$ cat src/rtl/mult8b_ctrl_pkg.sv
// Shared types and constants for the 8x8 nibble-split multiplier sequencer:
// state encoding, control-word layout and the per-step control table.
package mult8b_ctrl_pkg;

    localparam int unsigned N_STEPS = 10;
    localparam logic        OP_ADD  = 1'b0;
    localparam logic        OP_SUB  = ~OP_ADD;

    // REG1 source select
    localparam logic [2:0] R1SEL_OPERANDS = 3'd0;
    localparam logic [2:0] R1SEL_ROM_LO   = 3'd1;
    localparam logic [2:0] R1SEL_ROM_HI   = 3'd2;
    localparam logic [2:0] R1SEL_SUM      = 3'd3;

    // addsub operand pair select
    localparam logic [2:0] ASSEL_A_NIBS = 3'd0;
    localparam logic [2:0] ASSEL_B_NIBS = 3'd1;
    localparam logic [2:0] ASSEL_PH_PL  = 3'd2;
    localparam logic [2:0] ASSEL_MIDDLE = 3'd4;
    localparam logic [2:0] ASSEL_FINAL  = 3'd5;

    // ROM factor select
    localparam logic [1:0] ROMSEL_SUMS = 2'd0;
    localparam logic [1:0] ROMSEL_LO   = 2'd1;
    localparam logic [1:0] ROMSEL_HI   = 2'd2;

    typedef enum logic [3:0] {
        StIdle = 4'd0,
        St1    = 4'd1,
        St2    = 4'd2,
        St3    = 4'd3,
        St4    = 4'd4,
        St5    = 4'd5,
        St6    = 4'd6,
        St7    = 4'd7,
        St8    = 4'd8,
        St9    = 4'd9,
        St10   = 4'd10,
        StFin  = 4'd11
    } state_e;

    typedef struct packed {
        logic       ld1;
        logic       ld2;
        logic       ldres;
        logic       op;
        logic [2:0] r1sel;
        logic [2:0] assel;
        logic [1:0] romsel;
    } ctrl_word_t;

    localparam ctrl_word_t CTRL_IDLE = '{
        1'b0, 1'b0, 1'b0, OP_ADD, R1SEL_OPERANDS, ASSEL_A_NIBS, ROMSEL_SUMS
    };

    // Field order: ld1, ld2, ldres, op, r1sel, assel, romsel
    localparam ctrl_word_t CTRL_TABLE [N_STEPS] = '{
        '{1'b1, 1'b0, 1'b0, OP_ADD, R1SEL_OPERANDS, ASSEL_A_NIBS, ROMSEL_SUMS},
        '{1'b0, 1'b0, 1'b0, OP_ADD, R1SEL_OPERANDS, ASSEL_A_NIBS, ROMSEL_SUMS},
        '{1'b0, 1'b0, 1'b1, OP_ADD, R1SEL_OPERANDS, ASSEL_B_NIBS, ROMSEL_SUMS},
        '{1'b0, 1'b1, 1'b0, OP_ADD, R1SEL_OPERANDS, ASSEL_A_NIBS, ROMSEL_SUMS},
        '{1'b1, 1'b0, 1'b0, OP_ADD, R1SEL_ROM_LO,   ASSEL_A_NIBS, ROMSEL_LO},
        '{1'b1, 1'b0, 1'b0, OP_ADD, R1SEL_ROM_HI,   ASSEL_A_NIBS, ROMSEL_HI},
        '{1'b0, 1'b0, 1'b0, OP_ADD, R1SEL_OPERANDS, ASSEL_PH_PL,  ROMSEL_SUMS},
        '{1'b0, 1'b0, 1'b1, OP_SUB, R1SEL_OPERANDS, ASSEL_MIDDLE, ROMSEL_SUMS},
        '{1'b1, 1'b0, 1'b0, OP_ADD, R1SEL_SUM,      ASSEL_FINAL,  ROMSEL_SUMS},
        '{1'b0, 1'b0, 1'b1, OP_ADD, R1SEL_OPERANDS, ASSEL_FINAL,  ROMSEL_SUMS}
    };

    // Step index shown on STEP: 1..10 while sequencing, 0 in IDLE/FIN.
    function automatic logic [3:0] step_of(input state_e s);
        return (s >= St1 && s <= St10) ? 4'(s) : 4'd0;
    endfunction

endpackage

$ cat src/rtl/ctrl_step_rom.sv
// Combinational lookup from step index to control word; step 0 (or any
// out-of-range index) yields the idle word.
module ctrl_step_rom
    import mult8b_ctrl_pkg::*;
(
    input  logic [3:0] step_i,
    output ctrl_word_t ctrl_o
);

    logic [3:0] idx;

    always_comb begin
        idx    = step_i - 4'd1;
        ctrl_o = CTRL_IDLE;
        if (step_i >= 4'd1 && step_i <= 4'(N_STEPS)) begin
            ctrl_o = CTRL_TABLE[idx];
        end
    end

endmodule

$ cat src/rtl/controle_mult8b.sv
// Sequencer for the nibble-split 8x8 multiplier: walks the control table once per
// START and holds DONE until the next START or reset.
module controle_mult8b
    import mult8b_ctrl_pkg::*;
(
    input  logic       CLK,
    input  logic       RST_N,
    input  logic       START,
    output logic       DONE,
    output logic       BUSY,
    output logic       LOAD_REG1,
    output logic       LOAD_REG2,
    output logic       LOAD_RES,
    output logic       OP,
    output logic [2:0] MUX_CONTROL_LOAD_REG1,
    output logic [2:0] MUX_CONTROL_SUM_SUB,
    output logic [1:0] MUX_CONTROL_ROM,
    output logic [3:0] STEP
);

    state_e     state_d, state_q;
    ctrl_word_t ctrl_d, ctrl_q;
    logic [3:0] step_d, step_q;
    logic       busy_d, busy_q;
    logic       done_d, done_q;

    always_comb begin
        state_d = state_q;
        case (state_q)
            StIdle, StFin: begin
                if (START) begin
                    state_d = St1;
                end
            end
            St1, St2, St3, St4, St5, St6, St7, St8, St9: begin
                state_d = state_e'(state_q + 4'd1);
            end
            St10:    state_d = StFin;
            default: state_d = StIdle;
        endcase

        // Outputs are computed from the next state so they line up with STEP.
        step_d = step_of(state_d);
        busy_d = (step_d != 4'd0);
        done_d = (state_d == StFin);
    end

    ctrl_step_rom u_step_rom (
        .step_i (step_d),
        .ctrl_o (ctrl_d)
    );

    always_ff @(posedge CLK) begin
        if (!RST_N) begin
            state_q <= StIdle;
            ctrl_q  <= CTRL_IDLE;
            step_q  <= 4'd0;
            busy_q  <= 1'b0;
            done_q  <= 1'b0;
        end else begin
            state_q <= state_d;
            ctrl_q  <= ctrl_d;
            step_q  <= step_d;
            busy_q  <= busy_d;
            done_q  <= done_d;
        end
    end

    always_comb begin
        DONE                  = done_q;
        BUSY                  = busy_q;
        STEP                  = step_q;
        LOAD_REG1             = ctrl_q.ld1;
        LOAD_REG2             = ctrl_q.ld2;
        LOAD_RES              = ctrl_q.ldres;
        OP                    = ctrl_q.op;
        MUX_CONTROL_LOAD_REG1 = ctrl_q.r1sel;
        MUX_CONTROL_SUM_SUB   = ctrl_q.assel;
        MUX_CONTROL_ROM       = ctrl_q.romsel;
    end

endmodule

$ cat config.mk
export PLATFORM = sky130hd
export DESIGN_NAME = controle_mult8b
export DESIGN_NICKNAME = d
export VERILOG_FILES = /design/src/rtl/mult8b_ctrl_pkg.sv /design/src/rtl/ctrl_step_rom.sv /design/src/rtl/controle_mult8b.sv
export SDC_FILE = /design/constraint.sdc
export NUM_CORES = 1
export LEC_CHECK = 0
export CAP_MARGIN = 20
export CORE_MARGIN = 3
export CORE_UTILIZATION = 56
export DETAILED_ROUTE_END_ITERATION = 10
export PLACE_DENSITY_LB_ADDON = 0.3
export SLEW_MARGIN = 20
export SYNTH_ARGS = -nofsm -noshare
export SYNTH_HDL_FRONTEND = slang
export SYNTH_SLANG_ARGS = --single-unit
$ cat constraint.sdc
create_clock -name CLK -period 7.5 [get_ports CLK]
set_clock_uncertainty 0.1 [all_clocks]
set_input_delay 0.75 -clock CLK [delete_from_list [all_inputs] [get_ports CLK]]
set_output_delay 0.75 -clock CLK [all_outputs]
set_load 0.005 [all_outputs]
After elaboration in Yosys (flattened, before gate mapping)

Memories as Yosys holds them, arrays and structs flattened. A register that Yosys moved wholly into a read port is not among the register bits.
Index checks and enable logic that the tools add are counted.
Widths: inputs -> output; s select.

Add/sub/neg operators: 2
Multipliers: 0
Div/mod/pow operators: 0
Order comparisons: 4
Eq/ne operators: 12
Shift-type cells: 0
Multiplexer cells: 3
Bitwise operators: 1
Reduce and logical (&&, ||, !) cells: 8

Operators with widths:

| cell                | number |
|---|---|
| $eq 4x4->1 const B  | 5 |
| $eq 4x3->1 const B  | 4 |
| $pmux 4 s3          | 1 |
| $reduce_or 9->1     | 1 |
| $eq 4x2->1 const B  | 2 |
| $ge 4x1->1 const B  | 2 |
| $le 4x4->1 const B  | 2 |
| $mux 4              | 2 |
| $not 4->5           | 1 |
| $add 4x1->4 const B | 1 |
| $eq 4x1->1 const B  | 1 |
| $logic_not 4->1     | 1 |
| $reduce_bool 4->1   | 1 |
| $sub 4x1->4 const B | 1 |
| $logic_and 1x1->1   | 2 |
| $reduce_and 2->1    | 1 |
| $reduce_or 2->1     | 1 |
| $logic_not 1->1     | 1 |

Flip-flop bits (word level): 10
Bits in latches: 0
Memory bits (writable): 0
Memory bits (read-only): 192
Input bits: 3
Output and inout bits: 18
Logic and storage cells: 35
Memories kept: 1

Memory list:

| memory          | depth | width | read ports | clocked after Yosys merged registers in | write ports | line                | source |
|---|---|---|---|---|---|---|---|
| (no name shown) | 16    | 12    | 1          | 1                                       | 0           | ctrl_step_rom.sv:16 | `ctrl_o = CTRL_TABLE[idx];` |

Depth between registers and ports, before layout

Gate-level depths: netlist of run 1.

Depth after elaboration: 10
Depth in mapped cells: 14
Mapped depth without buffers: 13

Hierarchy

A second synthesis of run 1 with hierarchy kept.

Cell total of the unflattened synthesis: 129
Area total of the unflattened synthesis: 1196.1 um^2

Modules (own cells, without submodules):

| module          | times used | cells each | area an instance (um^2) | seq. area each (um^2) |
|---|---|---|---|---|
| controle_mult8b | 1          | 85         | 883.3                   | 440.4 |
| ctrl_step_rom   | 1          | 44         | 312.8                   | 0.0 |

Least setup slack after synthesis of run 1

Ideal clock, no wire load.

Path type: reg2reg
From: register state_q[0]
To: register ctrl_q, in the netlist LOAD_REG2
Library setup time: 87 ps
Arrival: 3065 ps
Slack: 4247 ps
Stages on the path, launching flop included: 13
Path through: dfxtp_1 -> inv_1 -> ha_1 -> a21oi_1 -> o221ai_2 -> a22oi_2 -> o211a_4 -> nor2_1 -> or2_2 -> ha_1 -> clkbuf_1 -> o31a_1 -> nor4b_2

Cells in the longest elaborated chain, start to end: 10

Ends and longest elaborated chain:

| item                                               | line                  | source |
|---|---|---|
| from (decl)                                        | controle_mult8b.sv:21 | `state_e state_d, state_q;` |
| from (signal assigned)                             | controle_mult8b.sv:55 | `state_q <= StIdle;` |
| from (signal assigned)                             | controle_mult8b.sv:61 | `state_q <= state_d;` |
| $eq 4x1->1 (tied with other cells)                 | controle_mult8b.sv:29 | `case (state_q)` |
| $reduce_or 9->1 or $reduce_or 2->1 (tied branches) | controle_mult8b.sv:29 |  |
| $pmux 4 s3 (*)                                     | controle_mult8b.sv:29 |  |
| $ge 4x1->1 or $le 4x4->1 (tied branches)           | mult8b_ctrl_pkg.sv:72 | `return (s >= St1 && s <= St10) ? 4'(s) : 4'd0;` |
| $logic_and 1x1->1                                  | mult8b_ctrl_pkg.sv:72 |  |
| $mux 4 (*)                                         | mult8b_ctrl_pkg.sv:72 |  |
| $ge 4x1->1 or $le 4x4->1 (tied branches)           | ctrl_step_rom.sv:15   | `if (step_i >= 4'd1 && step_i <= 4'(N_STEPS)) begin` |
| $logic_and 1x1->1                                  | ctrl_step_rom.sv:15   |  |
| $reduce_and 2->1 (no line)                         | --                    |  |
| $logic_not 1->1 (no line)                          | --                    |  |
| to (signal assigned)                               | controle_mult8b.sv:62 | `ctrl_q <= ctrl_d;` |
| to (decl)                                          | controle_mult8b.sv:22 | `ctrl_word_t ctrl_d, ctrl_q;` |

Every way passes the cells marked *; elsewhere a longest branch is shown, timed or not.
A chain may end at the register's enable or synchronous reset.

Final worst setup path of run 1

From: register state_q[0]
To: register ctrl_q, in the netlist LOAD_REG1

The elaborated chain is that of the path after synthesis.

==> metrics.txt, run 1 <==
# TYPE chip_impl_metric gauge
chip_impl_metric{name="power.static_leakage",unit="nW"} 0.570
chip_impl_metric{name="cts_made_buffers",unit=""} 3
chip_impl_metric{name="htree_levels",unit=""} 1
chip_impl_metric{name="cts_hold_repair.buffers",unit=""} 0
chip_impl_metric{name="die_area",unit="um^2"} 2880
chip_impl_metric{name="die_y",unit="um"} 53.6
chip_impl_metric{name="power_density",unit="nW/um^2"} 330
chip_impl_info{name="timing_worst_setup_path_type",value="reg -> reg"} 1
chip_impl_info{name="start_kind",value="register"} 1
chip_impl_metric{name="groute.usage.overall",unit=""} 0.207
chip_impl_metric{name="synth_warnings",unit=""} 0
chip_impl_metric{name="cp_data_arrival_time",unit="ns"} 4.07
chip_impl_metric{name="timing.final.max_slew_violations",unit=""} 0
chip_impl_info{name="cts_tree",value="done"} 1
chip_impl_metric{name="worst_slew_pin_slew",unit="ns"} 0.638
chip_impl_metric{name="largest_fanout_of_any_net_on_the_critical_path",unit=""} 13
chip_impl_metric{name="post_synth_design_cell_area",unit="um^2"} 1270
chip_impl_metric{name="cap_violations",unit=""} 0
chip_impl_metric{name="stdcell_count",unit=""} 176
chip_impl_info{name="root_buf_cell",value="sky130_fd_sc_hd__clkbuf_4"} 1
chip_impl_metric{name="ctsResizeCount",unit=""} 0
chip_impl_metric{name="avgRoutedWirePerCell",unit="um"} 14.8
chip_impl_metric{name="floorplan.initialDensity",unit=""} 0.616
chip_impl_metric{name="clkSinkCount",unit=""} 21
chip_impl_metric{name="ant_nets",unit=""} 0
chip_impl_metric{name="synth_nets",unit=""} 145
chip_impl_metric{name="antenna_violations_before_repair",unit=""} 0
chip_impl_metric{name="final_layout_size_suffix_gt1_frac",unit=""} 0.148
chip_impl_metric{name="synth.yosys.seq_area_share",unit=""} 0.331
chip_impl_metric{name="synth_cell_types",unit=""} 48
chip_impl_info{name="timing.hold.worst.class",value="reg -> reg"} 1
chip_impl_metric{name="areaGrowthSynthToFinish",unit="%"} 17.2
chip_impl_metric{name="die_w",unit="um"} 53.6
chip_impl_info{name="end_kind",value="register"} 1
chip_impl_metric{name="synth-edff-count",unit=""} 0
chip_impl_metric{name="route.detailed.vias_per_inst",unit=""} 5.87
chip_impl_metric{name="route.vias.total",unit=""} 1033
chip_impl_info{name="slowest_library_cell_on_the_worst_path",value="sky130_fd_sc_hd__o311ai_4"} 1
chip_impl_metric{name="antenna-diode-count",unit=""} 0
chip_impl_metric{name="drt_drc_violations_left",unit=""} 0
chip_impl_metric{name="cts.path.max_buffers",unit=""} 2
chip_impl_metric{name="drt_first_iter_violations",unit=""} 20
chip_impl_metric{name="synth-seq-cells",unit=""} 21
chip_impl_metric{name="min_period_over_period",unit=""} 0.532
chip_impl_metric{name="rows",unit=""} 16
chip_impl_metric{name="wire_length_reported_by_the_detailed_router",unit="mm"} 2.61
chip_impl_metric{name="maxClockFrequency",unit="MHz"} 250
chip_impl_metric{name="slew_headroom",unit=""} 0.574
chip_impl_info{name="grt_setup_unrepaired",value="false"} 1
chip_impl_metric{name="detail_route.first_pass.iterations",unit=""} 4
chip_impl_metric{name="timing.critical_path.slowest_cell_delay",unit="ns"} 0.57
chip_impl_metric{name="ir_drop",unit="mV"} 0.232
chip_impl_metric{name="vias_in_the_first_global_route",unit=""} 952
chip_impl_info{name="synth-main-ff-cell",value="sky130_fd_sc_hd__dfxtp_1"} 1
chip_impl_metric{name="port_buffers",unit=""} 19
chip_impl_metric{name="finalHoldViolCount",unit=""} 0
chip_impl_metric{name="cts.clk_slew.worst_paths",unit="ns"} 0.12
chip_impl_metric{name="source_to_sink_clock_delay_at_the_later_pin_of_the_worst_skew_pair",unit="ns"} 0.31
chip_impl_metric{name="async_flop_share",unit=""} 0
chip_impl_metric{name="synth_area_per_inst",unit="um^2"} 9.69
chip_impl_metric{name="core",unit="um^2"} 2060
chip_impl_metric{name="grt_max_degree",unit=""} 14
chip_impl_metric{name="total_congestion_overflow",unit=""} 0
chip_impl_metric{name="cts_setup_buffers",unit=""} 0
chip_impl_info{name="run_status",value="completed"} 1
chip_impl_info{name="worst_path_most_repeated_cell",value="sky130_fd_sc_hd__a21oi_1"} 1
chip_impl_metric{name="cp.required",unit="ns"} 7.58
chip_impl_metric{name="dpl.hpwl",unit="mm"} 2.06
chip_impl_metric{name="gpl.final_weighted_congestion",unit=""} 0.868
chip_impl_metric{name="placed_cells_incl_taps",unit=""} 172
chip_impl_metric{name="finalSetupViolations",unit=""} 0
chip_impl_metric{name="first_pass_grt_wire_length",unit="mm"} 4.30
chip_impl_metric{name="netlist_instances",unit=""} 131
chip_impl_metric{name="totalNegativeSetupSlack",unit="ns"} 0
chip_impl_info{name="path_cells",value="inv_1 -> ha_1 -> a21oi_1 -> o221ai_2 -> a22oi_2 -> a21oi_1 -> nor2_1 -> or2_2 -> ha_1 -> nand2b_1 -> o311ai_4 -> a21oi_1"} 1
chip_impl_metric{name="top_level_ports",unit=""} 21
chip_impl_metric{name="final_nets",unit=""} 164
chip_impl_metric{name="layout_min_cycle_time",unit="ns"} 3.99
-- cells in the final DEF (no fill, tap or decap), types with 2 or more instances in the layout --
cell | Yosys | layout
sky130_fd_sc_hd__dfxtp_1 | 21 | 21
sky130_fd_sc_hd__clkdlybuf4s50_1 | 0 | 19
sky130_fd_sc_hd__ha_1 | 11 | 11
sky130_fd_sc_hd__nor2_1 | 10 | 10
sky130_fd_sc_hd__nand2b_1 | 8 | 8
sky130_fd_sc_hd__a21oi_1 | 7 | 7
sky130_fd_sc_hd__nand2_1 | 7 | 7
sky130_fd_sc_hd__inv_1 | 6 | 6
sky130_fd_sc_hd__nand3b_1 | 3 | 3
sky130_fd_sc_hd__or2_2 | 3 | 3
sky130_fd_sc_hd__xnor2_1 | 3 | 3
sky130_fd_sc_hd__a31oi_1 | 3 | 3
sky130_fd_sc_hd__nor3b_2 | 3 | 3
sky130_fd_sc_hd__clkbuf_4 | 0 | 3
sky130_fd_sc_hd__o21bai_1 | 2 | 2
sky130_fd_sc_hd__o21ai_0 | 2 | 2
sky130_fd_sc_hd__a221oi_1 | 2 | 2
sky130_fd_sc_hd__nor4_1 | 2 | 2
sky130_fd_sc_hd__nand3_1 | 2 | 2
sky130_fd_sc_hd__a22oi_1 | 2 | 2
sky130_fd_sc_hd__nor3_1 | 2 | 2
sky130_fd_sc_hd__nand4_1 | 2 | 2
sky130_fd_sc_hd__and2_1 | 2 | 2
-- layer usage --
metal  vias to the layer above  part of all wire  track usage
li1                        505                 -            -
met1                       493              0.44        0.256
met2                        31              0.50        0.349
met3                         4             0.046       0.0665
met4                         0            0.0096       0.0426
met5                         -                 0            0
-- registers in the layout, summed over array words and instances, names as in the netlist --
register,cells
BUSY,1
DONE,1
LOAD_REG1,1
LOAD_REG2,1
LOAD_RES,1
MUX_CONTROL_LOAD_REG1,2
MUX_CONTROL_ROM,2
MUX_CONTROL_SUM_SUB,3
OP,1
STEP,4
state_q,4
-- worst paths after layout --
kind / start / endpoint / slack [ns] / depth (start not counted)
worst max-delay path: state_q[0] / LOAD_REG1 / 3.51 / 12
worst min-delay path: state_q[0] / state_q[0] / 0.79 / 3
worst max register to register: state_q[0] / LOAD_REG1 / 3.51 / 12
worst min register to register: state_q[0] / state_q[0] / 0.79 / 3
-- power by group --
part           total [mW]  switching [mW]  internal [mW]  leakage, nW
clock              0.0536          0.0337         0.0199       0.0177
combinational       0.293           0.165          0.128        0.381
sequential          0.145          0.0103          0.134        0.171
total               0.491           0.209          0.282        0.570
-- worst max-delay path, delay by kind of cell (launching register included) --
| family | cells | cell delay, ns |
|---|---|---|
| compound gates | 6 | 1.80 |
| fa+ha+maj | 2 | 0.72 |
| buf+inv | 1 | 0.15 |
| flops | 1 | 0.47 |
| simple gates | 3 | 0.63 |
-- kinds of logic after synthesis --
kind of cell	Yosys count	synth area share
compound gates	28	0.202
xor+xnor	4	0.0276
fa+ha+maj	11	0.108
buf+inv	11	0.0433
flops	21	0.331
other cells	1	0.00295
simple gates	55	0.285
-- synthesized netlist by cell type (2+ instances only) --
cell / number / area (um^2)
sky130_fd_sc_hd__o21bai_1: 2 / 15.0
sky130_fd_sc_hd__a21oi_1: 7 / 35.0
sky130_fd_sc_hd__a221oi_1: 2 / 17.5
sky130_fd_sc_hd__ha_1: 11 / 138
sky130_fd_sc_hd__nor2_1: 10 / 37.5
sky130_fd_sc_hd__or2_2: 3 / 18.8
sky130_fd_sc_hd__o21ai_0: 2 / 10.0
sky130_fd_sc_hd__xnor2_1: 3 / 26.3
sky130_fd_sc_hd__inv_1: 6 / 22.5
sky130_fd_sc_hd__nand3b_1: 3 / 22.5
sky130_fd_sc_hd__buf_2: 2 / 10.0
sky130_fd_sc_hd__nand2_1: 7 / 26.3
sky130_fd_sc_hd__a22oi_1: 2 / 15.0
sky130_fd_sc_hd__nand4_1: 2 / 12.5
sky130_fd_sc_hd__a31oi_1: 3 / 18.8
sky130_fd_sc_hd__nand2b_1: 8 / 50.1
sky130_fd_sc_hd__nand3_1: 2 / 10.0
sky130_fd_sc_hd__nor3_1: 2 / 10.0
sky130_fd_sc_hd__and2_1: 2 / 12.5
sky130_fd_sc_hd__dfxtp_1: 21 / 420
sky130_fd_sc_hd__nor4_1: 2 / 12.5
sky130_fd_sc_hd__nor3b_2: 3 / 37.5
-- area by class of cell --
cell class	count	area, um^2
sequential	21	420
inverter	6	22.5
timing repair buffer	19	190
multi-input combinational	99	795
clock buffer	3	22.5
clock inverter	1	5.00
tap	27	33.8
fill	162	573
-- metrics by stage --
step	area, um^2	total power [mW]	hold WS (ns)	worst slack (ns)	utilization
4_1_cts	1490	0.494	0.776	3.55	0.722
3_3_place_gp	1460	0.429	0.742	3.60	0.709
2_1_floorplan	1270	0.360	0.617	4.25	-
5_1_grt	1490	0.530	0.896	3.19	0.722
6_report	1490	0.491	0.788	3.51	0.722
3_5_place_dp	1460	0.439	0.755	3.39	0.709
Note: power is estimated with default switching activity, not from simulation.
==> run 2, diff against run 1 <==
Settings changed: CORE_UTILIZATION 56 to 52.
Clock period 7.5 ns to 4.1 ns, I/O delays scaled along.
==> run 2 against run 1 <==
  * Fmax rose by 4.0%
  * Setup slack got worse by 3.2 ns
  * Combinational power rose by 87%
  * Utilization fell by 5.4 points
  * Cell count rose by 1.7%
  * Flip-flop and latch count did not move
  * Die area rose by 6.8%
==> metrics.txt, run 2 (synthesis gave the netlist of run 1 again) <==
# TYPE chip_impl_metric gauge
chip_impl_info{name="run_status",value="completed"} 1
chip_impl_metric{name="layout_min_cycle_time",unit="ns"} 3.84
chip_impl_metric{name="cts_made_buffers",unit=""} 3
chip_impl_metric{name="antenna-diode-count",unit=""} 0
chip_impl_metric{name="largest_fanout_of_any_net_on_the_critical_path",unit=""} 13
chip_impl_metric{name="ant_nets",unit=""} 0
chip_impl_metric{name="gpl.final_weighted_congestion",unit=""} 0.891
chip_impl_metric{name="antenna_violations_before_repair",unit=""} 0
chip_impl_metric{name="power_density",unit="nW/um^2"} 603
chip_impl_metric{name="htree_levels",unit=""} 1
chip_impl_metric{name="cts.clk_slew.worst_paths",unit="ns"} 0.12
chip_impl_metric{name="die_area",unit="um^2"} 3070
chip_impl_metric{name="hold-path-cell-count",unit=""} 2
chip_impl_metric{name="power.static_leakage",unit="nW"} 0.579
chip_impl_metric{name="power.combinational.fraction",unit=""} 0.605
chip_impl_metric{name="port_buffers",unit=""} 19
chip_impl_metric{name="power.share.clock",unit=""} 0.105
chip_impl_metric{name="cts.path.max_buffers",unit=""} 2
chip_impl_info{name="hold_path.startpoint",value="RST_N"} 1
chip_impl_metric{name="cts_setup_buffers",unit=""} 0
chip_impl_metric{name="groute.usage.overall",unit=""} 0.170
chip_impl_metric{name="final_nets",unit=""} 166
chip_impl_info{name="end_kind",value="register"} 1
chip_impl_metric{name="min_period_over_period",unit=""} 0.937
chip_impl_metric{name="p_switching",unit="mW"} 0.383
chip_impl_metric{name="sequentialPowerShare",unit=""} 0.290
chip_impl_info{name="cts_tree",value="done"} 1
chip_impl_info{name="timing.hold.worst.class",value="in -> reg"} 1
chip_impl_metric{name="floorplan.initialDensity",unit=""} 0.563
chip_impl_metric{name="total_congestion_overflow",unit=""} 0
chip_impl_metric{name="hold-worst-slack",unit="ns"} 0.757
chip_impl_metric{name="dpl.hpwl",unit="mm"} 2.00
chip_impl_metric{name="totalNegativeSetupSlack",unit="ns"} 0
chip_impl_metric{name="power.share.switching",unit=""} 0.422
chip_impl_metric{name="cap_violations",unit=""} 0
chip_impl_metric{name="slew_headroom",unit=""} 0.598
chip_impl_metric{name="die_w",unit="um"} 55.4
chip_impl_metric{name="ctsResizeCount",unit=""} 0
chip_impl_metric{name="clkSinkCount",unit=""} 21
chip_impl_metric{name="finalSetupViolations",unit=""} 0
chip_impl_metric{name="post-place-ws",unit="ns"} 0.342
chip_impl_info{name="grt_setup_unrepaired",value="false"} 1
chip_impl_metric{name="power.internal",unit="mW"} 0.525
chip_impl_metric{name="r2r.worst_path.cells",unit=""} 12
chip_impl_metric{name="die_y",unit="um"} 55.4
chip_impl_metric{name="detail_route.first_pass.iterations",unit=""} 4
chip_impl_info{name="mostFrequentLayoutCell",value="sky130_fd_sc_hd__dfxtp_1"} 1
chip_impl_metric{name="top_level_ports",unit=""} 21
chip_impl_metric{name="postLayoutCellArea",unit="um^2"} 1510
chip_impl_metric{name="drt_drc_violations_left",unit=""} 0
chip_impl_metric{name="finalHoldViolCount",unit=""} 0
chip_impl_info{name="timing_worst_setup_path_type",value="reg -> reg"} 1
chip_impl_info{name="mostFrequentLayoutCells",value="sky130_fd_sc_hd__dfxtp_1, sky130_fd_sc_hd__clkdlybuf4s50_1, sky130_fd_sc_hd__ha_1, sky130_fd_sc_hd__nor2_1, sky130_fd_sc_hd__nand2b_1"} 1
chip_impl_metric{name="rows",unit=""} 17
chip_impl_metric{name="avgRoutedWirePerCell",unit="um"} 14.6
chip_impl_metric{name="post_layout_worst_setup_margin",unit="ns"} 0.259
chip_impl_info{name="reg_to_reg_critical_path_startpoint",value="state_q[0]"} 1
chip_impl_metric{name="cp.required",unit="ns"} 4.17
chip_impl_metric{name="ir_drop",unit="mV"} 0.362
chip_impl_info{name="start_kind",value="register"} 1
chip_impl_metric{name="wire_length_reported_by_the_detailed_router",unit="mm"} 2.62
chip_impl_metric{name="r2r_setup_slack",unit="ns"} 0.26
chip_impl_info{name="root_buf_cell",value="sky130_fd_sc_hd__clkbuf_4"} 1
chip_impl_metric{name="core",unit="um^2"} 2250
chip_impl_metric{name="route.vias.total",unit=""} 1020
chip_impl_metric{name="cts_hold_repair.buffers",unit=""} 0
chip_impl_info{name="worstHoldEndpoint",value="STEP[3]"} 1
chip_impl_info{name="reg2reg_to",value="MUX_CONTROL_SUM_SUB[0]"} 1
chip_impl_metric{name="worst_slew_pin_slew",unit="ns"} 0.602
chip_impl_metric{name="source_to_sink_clock_delay_at_the_later_pin_of_the_worst_skew_pair",unit="ns"} 0.29
chip_impl_metric{name="areaGrowthSynthToFinish",unit="%"} 18.5
chip_impl_metric{name="maxClockFrequency",unit="MHz"} 260
chip_impl_metric{name="final_util",unit=""} 0.668
chip_impl_metric{name="vias_in_the_first_global_route",unit=""} 952
chip_impl_metric{name="timing.final.max_slew_violations",unit=""} 0
chip_impl_metric{name="cp_data_arrival_time",unit="ns"} 3.91
chip_impl_metric{name="grt_max_degree",unit=""} 14
chip_impl_metric{name="dpl-instance-area",unit="um^2"} 1480
chip_impl_metric{name="drt_first_iter_violations",unit=""} 26
chip_impl_metric{name="route.detailed.vias_per_inst",unit=""} 5.70
chip_impl_metric{name="final_layout_size_suffix_gt1_frac",unit=""} 0.159
chip_impl_metric{name="first_pass_grt_wire_length",unit="mm"} 4.30
==> run 2: cell count changes in the layout (fill, tap and decap cells not counted), sizes merged <==
cell,previous run,this run
buf,0,2
==> run 2: how the worst max path moves through the flow <==
stage	from	end	slack, ns
2_1_floorplan	state_q[0]	LOAD_REG2	0.85
3_3_place_gp	START	LOAD_REG2	0.49
3_5_place_dp	START	MUX_CONTROL_SUM_SUB[0]	0.34
4_1_cts	state_q[0]	MUX_CONTROL_SUM_SUB[0]	0.35
5_1_grt	state_q[0]	LOAD_REG1	0.01
6_report	state_q[0]	MUX_CONTROL_SUM_SUB[0]	0.26
==> run 2: cell type report <==
class                   instances  area [um^2]
clock buffers                   3         22.5
clock inverters                 1         5.00
fillers                       195          749
repair buffers                 21          205
well taps                      28         35.0
multi-input cells              99          795
inverters                       6         22.5
flip-flops and latches         21          420
==> run 2: stage by stage <==
stage                     total power [mW]  cells
after floorplan                      0.659    131
after global placement               0.792    175
after detailed placement             0.807    175
after CTS                            0.905    179
after global routing                 0.969    179
final                                0.907    179
==> run 2: power by group through the flow <==
stage | Sequential [mW] | Combinational, mW | Clock (mW)
floorplan | 0.271 | 0.389 | 0
global placement | 0.265 | 0.527 | 0
detailed placement | 0.268 | 0.539 | 0
global route | 0.267 | 0.597 | 0.104
finish | 0.263 | 0.549 | 0.0954
CTS | 0.264 | 0.543 | 0.0983
==> run 2: routing by layer <==
| layer | vias to the layer above | track usage | part of all wire | wire length [um] |
|---|---|---|---|---|
| li1 | 502 | - | - | - |
| met1 | 480 | 0.224 | 0.46 | 1200 |
| met2 | 33 | 0.275 | 0.48 | 1260 |
| met3 | 5 | 0.0350 | 0.048 | 126 |
| met4 | 0 | 0.0556 | 0.012 | 32 |
| met5 | - | 0 | 0 | 0 |
==> run 2: critical path: stages (launching register included) <==
cell and delay (ns):
sky130_fd_sc_hd__dfxtp_1 0.39, sky130_fd_sc_hd__inv_1 0.16, sky130_fd_sc_hd__ha_1 0.31, sky130_fd_sc_hd__nand3b_1 0.17, sky130_fd_sc_hd__a221oi_1 0.51, sky130_fd_sc_hd__a21oi_2 0.17, sky130_fd_sc_hd__o211a_4 0.31, sky130_fd_sc_hd__nor2_1 0.19
sky130_fd_sc_hd__or2_2 0.19, sky130_fd_sc_hd__ha_1 0.42, sky130_fd_sc_hd__nand2b_1 0.15, sky130_fd_sc_hd__o311ai_4 0.54, sky130_fd_sc_hd__a21oi_1 0.10
